===== src/rtl/ctrl_pkg.sv =====
// Shared types and constants for the multi-cycle RV32 control unit:
// FSM states, instruction classes, ALU op codes, opcode/funct fields and operand-2 selects.
package ctrl_pkg;

    typedef enum logic [3:0] {
        IDLE,
        FETCH,
        LATCH,
        DECODE,
        EXEC,
        WB,
        MEM_ADDR,
        MEM_RD,
        MEM_WR,
        TRAP
    } state_t;

    typedef enum logic [2:0] {
        CLS_ALU,
        CLS_LUI,
        CLS_LOAD,
        CLS_STORE,
        CLS_ILLEGAL
    } instr_class_t;

    localparam logic [3:0] OP_ADD  = 4'd0;
    localparam logic [3:0] OP_ADDI = 4'd1;
    localparam logic [3:0] OP_SUB  = 4'd2;
    localparam logic [3:0] OP_MUL  = 4'd3;
    localparam logic [3:0] OP_DIV  = 4'd4;
    localparam logic [3:0] OP_SLL  = 4'd5;
    localparam logic [3:0] OP_SRL  = 4'd6;
    localparam logic [3:0] OP_AND  = 4'd7;
    localparam logic [3:0] OP_OR   = 4'd8;
    localparam logic [3:0] OP_XOR  = 4'd10;
    localparam logic [3:0] OP_LUI  = 4'd11;

    localparam logic [6:0] OPC_OP     = 7'b0110011;
    localparam logic [6:0] OPC_OP_IMM = 7'b0010011;
    localparam logic [6:0] OPC_LUI    = 7'b0110111;
    localparam logic [6:0] OPC_LOAD   = 7'b0000011;
    localparam logic [6:0] OPC_STORE  = 7'b0100011;

    localparam logic [6:0] F7_BASE   = 7'b0000000;
    localparam logic [6:0] F7_ALT    = 7'b0100000;
    localparam logic [6:0] F7_MULDIV = 7'b0000001;

    localparam logic [2:0] F3_ADD = 3'b000;
    localparam logic [2:0] F3_SLL = 3'b001;
    localparam logic [2:0] F3_WORD = 3'b010;
    localparam logic [2:0] F3_XOR = 3'b100;
    localparam logic [2:0] F3_SRL = 3'b101;
    localparam logic [2:0] F3_OR  = 3'b110;
    localparam logic [2:0] F3_AND = 3'b111;
    localparam logic [2:0] F3_MUL = 3'b000;
    localparam logic [2:0] F3_DIV = 3'b100;

    localparam logic [1:0] OP2_RS2  = 2'b00;
    localparam logic [1:0] OP2_UIMM = 2'b01;
    localparam logic [1:0] OP2_IIMM = 2'b10;
    localparam logic [1:0] OP2_SIMM = 2'b11;

    typedef struct packed {
        logic ram_cs;
        logic ram_we;
        logic ram_oe;
        logic pc_en;
        logic ir_en;
        logic reg_en;
        logic reg_we;
        logic reg_in_dir;
        logic alu_en;
    } ctrl_out_t;

    function automatic logic uses_alu(input state_t s);
        return (s == EXEC) || (s == MEM_ADDR) || (s == MEM_RD) || (s == MEM_WR);
    endfunction

    function automatic logic is_access(input state_t s);
        return (s == FETCH) || (s == MEM_RD) || (s == MEM_WR);
    endfunction

    // Moore output map; everything not named for a state stays low.
    function automatic ctrl_out_t moore_out(input state_t s, input logic load);
        ctrl_out_t o;
        o = '0;
        case (s)
            FETCH: begin
                o.ram_cs = 1'b1;
                o.ram_oe = 1'b1;
            end
            LATCH: begin
                o.ir_en = 1'b1;
                o.pc_en = 1'b1;
            end
            EXEC, MEM_ADDR: o.alu_en = 1'b1;
            WB: begin
                o.reg_en     = 1'b1;
                o.reg_we     = 1'b1;
                o.reg_in_dir = load;
            end
            MEM_RD: begin
                o.ram_cs = 1'b1;
                o.ram_oe = 1'b1;
                o.alu_en = 1'b1;
            end
            MEM_WR: begin
                o.ram_cs = 1'b1;
                o.ram_we = 1'b1;
                o.alu_en = 1'b1;
            end
            default: o = '0;
        endcase
        return o;
    endfunction

endpackage


===== src/rtl/ctrl_decode.sv =====
// Combinational RV32 instruction decoder: class, ALU op and operand-2 select.
// MUL/DIV decode is present only when CTRL_MULDIV_EN is defined.
module ctrl_decode
    import ctrl_pkg::*;
#(
    parameter int ALU_OP_W = 8
) (
    input  logic [31:0]         instr,
    output instr_class_t        iclass,
    output logic [ALU_OP_W-1:0] alu_op,
    output logic [1:0]          op2_dir
);

    logic [6:0] opcode;
    logic [2:0] funct3;
    logic [6:0] funct7;
    logic [3:0] op_code;
    logic       unused_fields;

    assign opcode = instr[6:0];
    assign funct3 = instr[14:12];
    assign funct7 = instr[31:25];
    assign unused_fields = ^{instr[24:15], instr[11:7]};

    always_comb begin
        iclass  = CLS_ILLEGAL;
        op_code = OP_ADD;
        op2_dir = OP2_RS2;
        case (opcode)
            OPC_OP: begin
                if (funct7 == F7_BASE) begin
                    iclass = CLS_ALU;
                    case (funct3)
                        F3_ADD:  op_code = OP_ADD;
                        F3_SLL:  op_code = OP_SLL;
                        F3_SRL:  op_code = OP_SRL;
                        F3_XOR:  op_code = OP_XOR;
                        F3_OR:   op_code = OP_OR;
                        F3_AND:  op_code = OP_AND;
                        default: iclass  = CLS_ILLEGAL;
                    endcase
                end else if (funct7 == F7_ALT && funct3 == F3_ADD) begin
                    iclass  = CLS_ALU;
                    op_code = OP_SUB;
`ifdef CTRL_MULDIV_EN
                end else if (funct7 == F7_MULDIV && funct3 == F3_MUL) begin
                    iclass  = CLS_ALU;
                    op_code = OP_MUL;
                end else if (funct7 == F7_MULDIV && funct3 == F3_DIV) begin
                    iclass  = CLS_ALU;
                    op_code = OP_DIV;
`endif
                end else begin
                    iclass = CLS_ILLEGAL;
                end
            end
            OPC_OP_IMM: begin
                iclass  = CLS_ALU;
                op2_dir = OP2_IIMM;
                case (funct3)
                    F3_ADD:  op_code = OP_ADDI;
                    F3_XOR:  op_code = OP_XOR;
                    F3_OR:   op_code = OP_OR;
                    F3_AND:  op_code = OP_AND;
                    default: iclass  = CLS_ILLEGAL;
                endcase
            end
            OPC_LUI: begin
                iclass  = CLS_LUI;
                op_code = OP_LUI;
                op2_dir = OP2_UIMM;
            end
            OPC_LOAD: begin
                if (funct3 == F3_WORD) begin
                    iclass  = CLS_LOAD;
                    op_code = OP_ADDI;
                    op2_dir = OP2_IIMM;
                end
            end
            OPC_STORE: begin
                if (funct3 == F3_WORD) begin
                    iclass  = CLS_STORE;
                    op_code = OP_ADDI;
                    op2_dir = OP2_SIMM;
                end
            end
            default: iclass = CLS_ILLEGAL;
        endcase
        // Illegal encodings leave nothing half-decoded behind in the registers.
        if (iclass == CLS_ILLEGAL) begin
            op_code = OP_ADD;
            op2_dir = OP2_RS2;
        end
    end

    assign alu_op = ALU_OP_W'(op_code);

endmodule


===== src/rtl/ctrl_mc.sv =====
// Multi-cycle control FSM for the RV32 teaching CPU with RAM-ready timeout and sticky traps.
// Define CTRL_MULDIV_EN to accept MUL/DIV encodings (handled inside ctrl_decode).
module ctrl_mc
    import ctrl_pkg::*;
#(
    parameter int ALU_OP_W     = 8,
    parameter int RAM_WAIT_MAX = 15
) (
    input  logic                clk,
    input  logic                rst,
    input  logic [31:0]         instr,
    input  logic                ram_ready,
    output logic                ram_cs,
    output logic                ram_we,
    output logic                ram_oe,
    output logic                pc_en,
    output logic                pc_in_dir,
    output logic                pc_sign,
    output logic                ir_en,
    output logic                reg_en,
    output logic                reg_we,
    output logic                reg_in_dir,
    output logic                alu_en,
    output logic [ALU_OP_W-1:0] alu_op,
    output logic [1:0]          op2_dir,
    output logic                illegal,
    output logic                bus_err
);

    localparam int CNT_W = (RAM_WAIT_MAX > 0) ? $clog2(RAM_WAIT_MAX + 1) : 1;
    localparam logic [CNT_W-1:0] CNT_LIMIT = CNT_W'(RAM_WAIT_MAX);
    localparam logic [CNT_W-1:0] CNT_SAT   = {CNT_W{1'b1}};

    state_t                state, next_state;
    logic [CNT_W-1:0]      wait_cnt, next_cnt;
    logic [ALU_OP_W-1:0]   alu_op_q, next_alu_op;
    logic [1:0]            op2_q, next_op2;
    logic                  is_load_q, next_is_load;
    logic                  next_illegal, next_bus_err;
    ctrl_out_t             out_q;

    instr_class_t          dec_class;
    logic [ALU_OP_W-1:0]   dec_alu_op;
    logic [1:0]            dec_op2;

    ctrl_decode #(
        .ALU_OP_W (ALU_OP_W)
    ) u_decode (
        .instr    (instr),
        .iclass   (dec_class),
        .alu_op   (dec_alu_op),
        .op2_dir  (dec_op2)
    );

    always_comb begin
        next_state   = state;
        next_cnt     = wait_cnt;
        next_alu_op  = alu_op_q;
        next_op2     = op2_q;
        next_is_load = is_load_q;
        next_illegal = illegal;
        next_bus_err = bus_err;
        case (state)
            IDLE: next_state = FETCH;
            FETCH, MEM_RD, MEM_WR: begin
                // Ready is checked first so a response on the final allowed cycle still completes.
                if (ram_ready) begin
                    if (state == FETCH)
                        next_state = LATCH;
                    else if (state == MEM_RD)
                        next_state = WB;
                    else
                        next_state = FETCH;
                end else if (RAM_WAIT_MAX != 0 && wait_cnt == CNT_LIMIT) begin
                    next_state   = TRAP;
                    next_bus_err = 1'b1;
                end else if (wait_cnt != CNT_SAT) begin
                    next_cnt = wait_cnt + CNT_W'(1);
                end
            end
            LATCH: next_state = DECODE;
            DECODE: begin
                next_alu_op  = dec_alu_op;
                next_op2     = dec_op2;
                next_is_load = (dec_class == CLS_LOAD);
                case (dec_class)
                    CLS_ALU, CLS_LUI:    next_state = EXEC;
                    CLS_LOAD, CLS_STORE: next_state = MEM_ADDR;
                    default: begin
                        next_state   = TRAP;
                        next_illegal = 1'b1;
                    end
                endcase
            end
            EXEC:     next_state = WB;
            WB:       next_state = FETCH;
            MEM_ADDR: next_state = is_load_q ? MEM_RD : MEM_WR;
            TRAP:     next_state = TRAP;
            default:  next_state = IDLE;
        endcase
        if (next_state != state && is_access(next_state))
            next_cnt = '0;
    end

    // Outputs are registered from the next state so they always match the state register.
    always_ff @(posedge clk or posedge rst) begin
        if (rst) begin
            state     <= IDLE;
            wait_cnt  <= '0;
            alu_op_q  <= '0;
            op2_q     <= OP2_RS2;
            is_load_q <= 1'b0;
            illegal   <= 1'b0;
            bus_err   <= 1'b0;
            out_q     <= '0;
            alu_op    <= '0;
            op2_dir   <= OP2_RS2;
        end else begin
            state     <= next_state;
            wait_cnt  <= next_cnt;
            alu_op_q  <= next_alu_op;
            op2_q     <= next_op2;
            is_load_q <= next_is_load;
            illegal   <= next_illegal;
            bus_err   <= next_bus_err;
            out_q     <= moore_out(next_state, next_is_load);
            alu_op    <= uses_alu(next_state) ? next_alu_op : '0;
            op2_dir   <= uses_alu(next_state) ? next_op2 : OP2_RS2;
        end
    end

    assign ram_cs     = out_q.ram_cs;
    assign ram_we     = out_q.ram_we;
    assign ram_oe     = out_q.ram_oe;
    assign pc_en      = out_q.pc_en;
    assign ir_en      = out_q.ir_en;
    assign reg_en     = out_q.reg_en;
    assign reg_we     = out_q.reg_we;
    assign reg_in_dir = out_q.reg_in_dir;
    assign alu_en     = out_q.alu_en;
    assign pc_in_dir  = 1'b0;
    assign pc_sign    = 1'b0;

endmodule


===== config.mk =====
export PLATFORM = sky130hd
export DESIGN_NAME = ctrl_mc
export DESIGN_NICKNAME = d
export VERILOG_FILES = /design/src/rtl/ctrl_pkg.sv /design/src/rtl/ctrl_decode.sv /design/src/rtl/ctrl_mc.sv
export SDC_FILE = /design/constraint.sdc
export NUM_CORES = 1
export LEC_CHECK = 0
export ABC_AREA = 1
export CAP_MARGIN = 20
export CORE_ASPECT_RATIO = 1.4
export CORE_UTILIZATION = 45
export CTS_CLUSTER_DIAMETER = 80
export DETAILED_ROUTE_END_ITERATION = 10
export PLACE_DENSITY_LB_ADDON = 0.1
export SYNTH_ARGS = -nofsm -noshare
export SYNTH_HDL_FRONTEND = slang
export SYNTH_HIERARCHICAL = 1
export SYNTH_SLANG_ARGS = --single-unit
export TNS_END_PERCENT = 30

===== constraint.sdc =====
create_clock -name clk -period 2.4 [get_ports clk]
set_clock_uncertainty 0.15 [all_clocks]
set_input_delay 0.72 -clock clk [delete_from_list [all_inputs] [get_ports clk]]
set_output_delay 0.72 -clock clk [all_outputs]
set_load 0.01 [all_outputs]

* After elaboration in Yosys (flattened, before gate mapping)
Cells that the tools add are included.
Operators by class: add/subtract/negate cells 1, eq/ne operators 37, reductions and logical operators 27, multiplexer cells 41, bitwise gates (word level) 2
Operators by type and width (number):
- $mux 4 | 10
- $eq 4x3->1 const B | 8
- $pmux 4 s4 | 2
- $eq 7x6->1 const B | 4
- $pmux 4 s7 | 1
- $mux 3 | 9
- $pmux 4 s5 | 1
- $eq 4x4->1 const B | 4
- $mux 8 | 2
- $eq 3x3->1 const B | 5
- $pmux 3 s5 | 1
- $mux 2 | 7
- $eq 4x2->1 const B | 3
- $reduce_or 4->1 | 3
- $reduce_or 2->1 | 5
- $eq 3x2->1 const B | 3
- $eq 4x1->1 const B | 2
- $pmux 2 s4 | 1
- $pmux 4 s2 | 1
- $eq 7x2->1 const B | 1
- $eq 7x5->1 const B | 1
- $logic_not 7->1 | 1
- $eq 3x1->1 const B | 2
- $logic_not 3->1 | 2
- other kinds (15) | 29
Word-level totals: output and inout port bits 23, bits in registers 40, input port bits 35

* Logic depth before layout (Yosys ltp)
depth in word-level cells 15, mapped depth 17

* Cells and area by module
The synthesis kept the hierarchy.
By module, submodules not included:
- ctrl_mc | times used 1, cells an instance 201, seq. area each 950.9 µm², area an instance 1788.0 µm²
- ctrl_decode | times used 1, cells an instance 81, seq. area each 0.0 µm², area an instance 425.4 µm²

* Worst setup path before layout
Ideal clock, no wire load.
path type input port to flip-flop, start in instr[3], end reg alu_op[1], data arrival time 2.174 ns, slack -0.050 ns, stages on the path 17, data required time 2.124 ns, path buffers 1, setup time 0.126 ns, cell sequence nor2_2 -> inv_2 -> nor2_2 -> nand3_1 -> nand2_1 -> clkinv_1 -> nand3_2 -> inv_1 -> nand3_1 -> nand2_1 -> nor2_1 -> nand2_1 -> nand3_2 -> nand2_2 -> nor2_4 -> buf_6 -> nor2_2
On the way: longest elaborated chain between the ends 11, elaborated cells between the ends (all ways) 27
Ends and longest elaborated chain:
- start: declaration | RTL line ctrl_mc.sv:11 | input logic [31:0] instr,
- $eq 7x6->1, or another cell as far along | RTL line ctrl_decode.sv:29 | case (opcode)
- $pmux 3 s5 * | RTL line ctrl_decode.sv:29
- net dec_class[2] | RTL line ctrl_mc.sv:42 | instr_class_t dec_class;
- $eq 3x2->1, or another cell as far along | RTL line ctrl_mc.sv:86 | case (dec_class)
- $reduce_or 2->1
- $pmux 4 s2 * | RTL line ctrl_mc.sv:86
- $pmux 4 s7 * | RTL line ctrl_mc.sv:63 | case (state)
- net next_state[2] | RTL line ctrl_mc.sv:34 | state_t state, next_state;
- $eq 4x3->1 | RTL line ctrl_pkg.sv:76 | return (s == EXEC) || (s == MEM_ADDR) || (s == MEM_RD) || (s == MEM_WR);
- $logic_or 1x1->1 (2 in a row) | RTL line ctrl_pkg.sv:76
- $logic_or 1x1->1 * | RTL line ctrl_pkg.sv:76
- $mux 8 * | RTL line ctrl_mc.sv:127 | alu_op <= uses_alu(next_state) ? next_alu_op : '0;
- end signal: assignment | RTL line ctrl_mc.sv:127
- end: declaration | RTL line ctrl_mc.sv:24 | output logic [ALU_OP_W-1:0] alu_op,
Mark *: on every way through the listed nets, which the timed path passes. The rest lies on a longest branch. A chain may end at the register's enable or synchronous reset.

* Worst setup path after layout
start in instr[30], end reg op2_dir[1]
On the way: longest elaborated chain between the ends 14, elaborated cells between the ends (all ways) 25
Ends and longest elaborated chain:
- $eq 7x6->1 | RTL line ctrl_decode.sv:42 | end else if (funct7 == F7_ALT && funct3 == F3_ADD) begin
- $logic_and 1x1->1 | RTL line ctrl_decode.sv:42
- $mux 3 | RTL line ctrl_decode.sv:42
- $mux 3 * | RTL line ctrl_decode.sv:31 | if (funct7 == F7_BASE) begin
- $pmux 3 s5 * | RTL line ctrl_decode.sv:29
- net dec_class[2] | RTL line ctrl_mc.sv:42
- $eq 3x2->1, or another cell as far along | RTL line ctrl_mc.sv:86
- $reduce_or 2->1
- $pmux 4 s2 * | RTL line ctrl_mc.sv:86
- $pmux 4 s7 * | RTL line ctrl_mc.sv:63
- net next_state[0] | RTL line ctrl_mc.sv:34
- $eq 4x3->1 | RTL line ctrl_pkg.sv:76
- $logic_or 1x1->1 (2 in a row) | RTL line ctrl_pkg.sv:76
- $logic_or 1x1->1 * | RTL line ctrl_pkg.sv:76
- $mux 2 * | RTL line ctrl_mc.sv:128 | op2_dir <= uses_alu(next_state) ? next_op2 : OP2_RS2;
- end signal: assignment | RTL line ctrl_mc.sv:128
- end: declaration | RTL line ctrl_mc.sv:25 | output logic [1:0] op2_dir,
Marks and branches as above.

==> results.py <==
metrics = {
    "status": {
        "status": "finished with violations",
        "violations": "setup timing",
    },
    "final_layout": {
        "area_growth_pct": 45.6,
        "drive_gt1_share_pct": 43.7,
        "antenna_cells": 0,
        "post-route-cell-area_sq_um": 3220,
        "final_nets": 401,
    },
    "sta": {
        "setup_viol": 8,
        "tns_ps": -83.7,
        "fmax_mhz": 414,
        "rsz0062_at_grt": "yes",
        "min_period_ps": 2420,
        "maxSlewViolCount": 0,
        "final-hold-violation-count": 0,
        "worst_slack_ps": -16.0,
        "post-route-period-util_pct": 101,
    },
    "yosys": {
        "synth_ff_type": "dfrtp_1",
        "syn_inst": 282,
        "syn_avg_cell_area_sq_um": 7.85,
        "synth_edf_count": 0,
        "yosys_warnings": 6,
        "yosysSeqAreaShare_pct": 43.0,
        "synth_top_family_by_area": "simple AND/OR/NAND/NOR gates",
        "synth_compound_area_share_pct": 7.52,
        "yosys-mux-area-fraction_pct": 0,
        "synth_area_sq_um": 2210,
        "synthSimpleGateAreaFrac_pct": 35.9,
        "yosys.area_share.xor_xnor_pct": 1.19,
        "synth_cell_type_count": 30,
        "postSynth.asyncResetShare_pct": 100,
        "synth_seq_cells": 38,
        "synthAdderAreaFrac_pct": 0.565,
    },
    "floorplanning": {
        "initial_core_util_pct": 47.7,
        "coreArea_sq_um": 4640,
        "rows": 29,
        "io_pins": 58,
        "die_w_microns": 61.3,
        "fp.dieH_microns": 85.0,
        "die_area_sq_um": 5210,
    },
    "drt": {
        "drt_iter0_drc": 60,
        "antenna_left": 0,
        "via_per_inst": 4.73,
        "drcViolationCount": 0,
        "wl_per_cell_microns": 11.4,
        "dr.pass1.iters": 4,
        "num_vias": 2024,
        "wl_mm": 4.90,
    },
    "power": {
        "power.density_nw_per_um2": 1020,
        "max-vdd-ir-drop_mv": 0.797,
        "power_leakage_nw": 1.64,
    },
    "worst_setup_path": {
        "slowest_delay_ps": 330,
        "endpoint_kind": "flop",
        "crit_chain": "clkdlybuf4s15_2, inv_2, a21oi_2, nor2_1, nand2_1, nand2_2, nand3_4, o211ai_1, nand3_2, nand3_2, nand2_2, nor2_4, buf_6, buf_12, nor2_1",
        "crit_cells": 15,
        "crit_family": "simple AND/OR/NAND/NOR gates",
        "critical_path_class": "input port to flop",
        "crit_path_top_delay_cell": "o211ai_1",
        "critPathMaxFanout": 6,
        "rr_worst_depth": 12,
        "r2r_slack_ps": 290,
        "cp.required_ps": 2420,
        "crit_arrival_ps": 2440,
        "critical_path_buf_inv_count": 4,
        "start_kind": "input port",
    },
    "clock_network": {
        "cts_made_buffers": 5,
        "cts_max_level": 2,
        "clock_latency_ps": 290,
        "cts_tree": "yes",
        "clockRootBuffer": "clkbuf_8",
        "cts.sinks": 38,
        "clock_path_buffers": 2,
        "clk_pin_slew_ps": 80,
        "cts_hold_buf": 0,
    },
    "grt": {
        "overflow": 0,
        "grt_start_max_net_pins": 39,
        "use_met3_pct": 3.05,
        "met1_usage_pct": 24.5,
        "antenna_found_initial": 0,
        "grtUsageTotal_pct": 21.0,
        "busiest_layer": "met2",
        "met2_usage_pct": 37.5,
        "grt_pass1_wl_mm": 8.24,
        "grt_pass1_vias": 1911,
    },
    "placement": {
        "port_buffers": 40,
        "place_congestion": 0.855,
        "dpl_cell_area_sq_um": 2930,
        "hpwl_mm": 3.42,
    },
    "min_path": {
        "hp-class": "flop to flop",
        "whs_path_depth": 1,
    },
    "flow_run": {
        "maxCapViolations": 0,
    },
}
synth_stat cells, types with 2 or more instances:
library cell | number | area, sq um
nand2_2 | 8 | 50.1
inv_2 | 9 | 33.8
nand4_1 | 3 | 18.8
conb_1 | 2 | 7.51
o21a_1 | 2 | 15.0
clkbuf_1 | 2 | 7.51
or2_2 | 10 | 62.6
nor2_2 | 16 | 100
a21oi_1 | 6 | 30.0
nand3_2 | 7 | 70.1
nor3_1 | 2 | 10.0
nand3_1 | 20 | 100
dfrtp_1 | 38 | 951
o21ai_0 | 14 | 70.1
o211ai_1 | 2 | 15.0
buf_4 | 9 | 67.6
nor2_4 | 4 | 45.0
o22ai_1 | 2 | 12.5
nor2_1 | 32 | 120
inv_1 | 35 | 131
xor2_1 | 2 | 17.5
nand2_1 | 49 | 184
registers in the layout, summed over array words and instances (netlist names):
signal,flops
alu_op,8
alu_op_q,8
state,4
wait_cnt,4
op2_dir,2
op2_q,2
alu_en,1
bus_err,1
illegal,1
ir_en,1
is_load_q,1
ram_cs,1
ram_oe,1
ram_we,1
reg_en,1
reg_in_dir,1
path summary, 6_finish.rpt:
check | endpoint | startpoint
max | op2_dir[1] | instr[30]
min | bus_err | bus_err
max reg2reg | op2_dir[1] | state[3]
min reg2reg | bus_err | bus_err
max in group asynchronous | state[0] | rst
min in group asynchronous | wait_cnt[2] | rst
routing by layer:
metal	wire, microns	up-vias
li1	-	1025
met1	1980	950
met2	2710	39
met3	123	10
met4	87	0
met5	0	-
cell usage in the layout (no fill, tap or decap), drive strengths merged:
master	n
o21bai	1
bufinv	2
nor3	3
dfrtp	38
clkdlybuf4s15	1
clkinv	2
nand3	28
a21oi	6
clkdlybuf4s50	23
nand2	57
buf	60
o21ai	15
inv	44
conb	6
nand4	3
o21a	2
nor2	52
ha	1
xnor2	1
o22ai	2
xor2	2
clkbuf	5
or2	10
o211ai	2
metrics by stage:
step                util [%]  cells  hold WS, ps  worst slack [ps]  power (W)
global route            69.4    428          344              -149    0.00353
global placement        63.0    411          301              -677    0.00239
detailed placement      63.0    411          315              -711    0.00241
floorplan                  -    286          351              4.72    0.00184
CTS                     68.9    429          335             -9.84    0.00327
finish                  69.4    428          333             -16.0    0.00329
repair_timing:
action                                  4_1_cts  5_1_grt
gates cloned                                  1        0
resized for setup                           100       17
pin swaps                                    33       16
setup buffers                                 9        1
endpoints found under the setup margin       22       17
cell type report:
cell class / instances / area (sq um)
Sequential cell: 38 / 951
Clock inverter: 3 / 68.8
Inverter: 45 / 170
Clock buffer: 5 / 68.8
Tap cell: 62 / 77.6
Fill cell: 393 / 1420
Multi-Input combinational cell: 191 / 1190
Timing Repair Buffer: 84 / 697
cell families (layout without fill, tap and decap cells):
group | after synthesis | count (layout)
other | 2 | 6
AO/OA/AOI/OAI | 28 | 28
XOR/XNOR | 3 | 3
AND/OR/NAND/NOR | 153 | 153
buffers and inverters | 57 | 137
flip-flops | 38 | 38
adder cells (fa/ha/maj) | 1 | 1
where the power goes:
group | switching, W | internal [W]
logic | 0.000906 | 0.000783
registers | 0.0000968 | 0.000858
clock network | 0.000234 | 0.000416
Note: power is estimated with default switching activity, not from simulation.
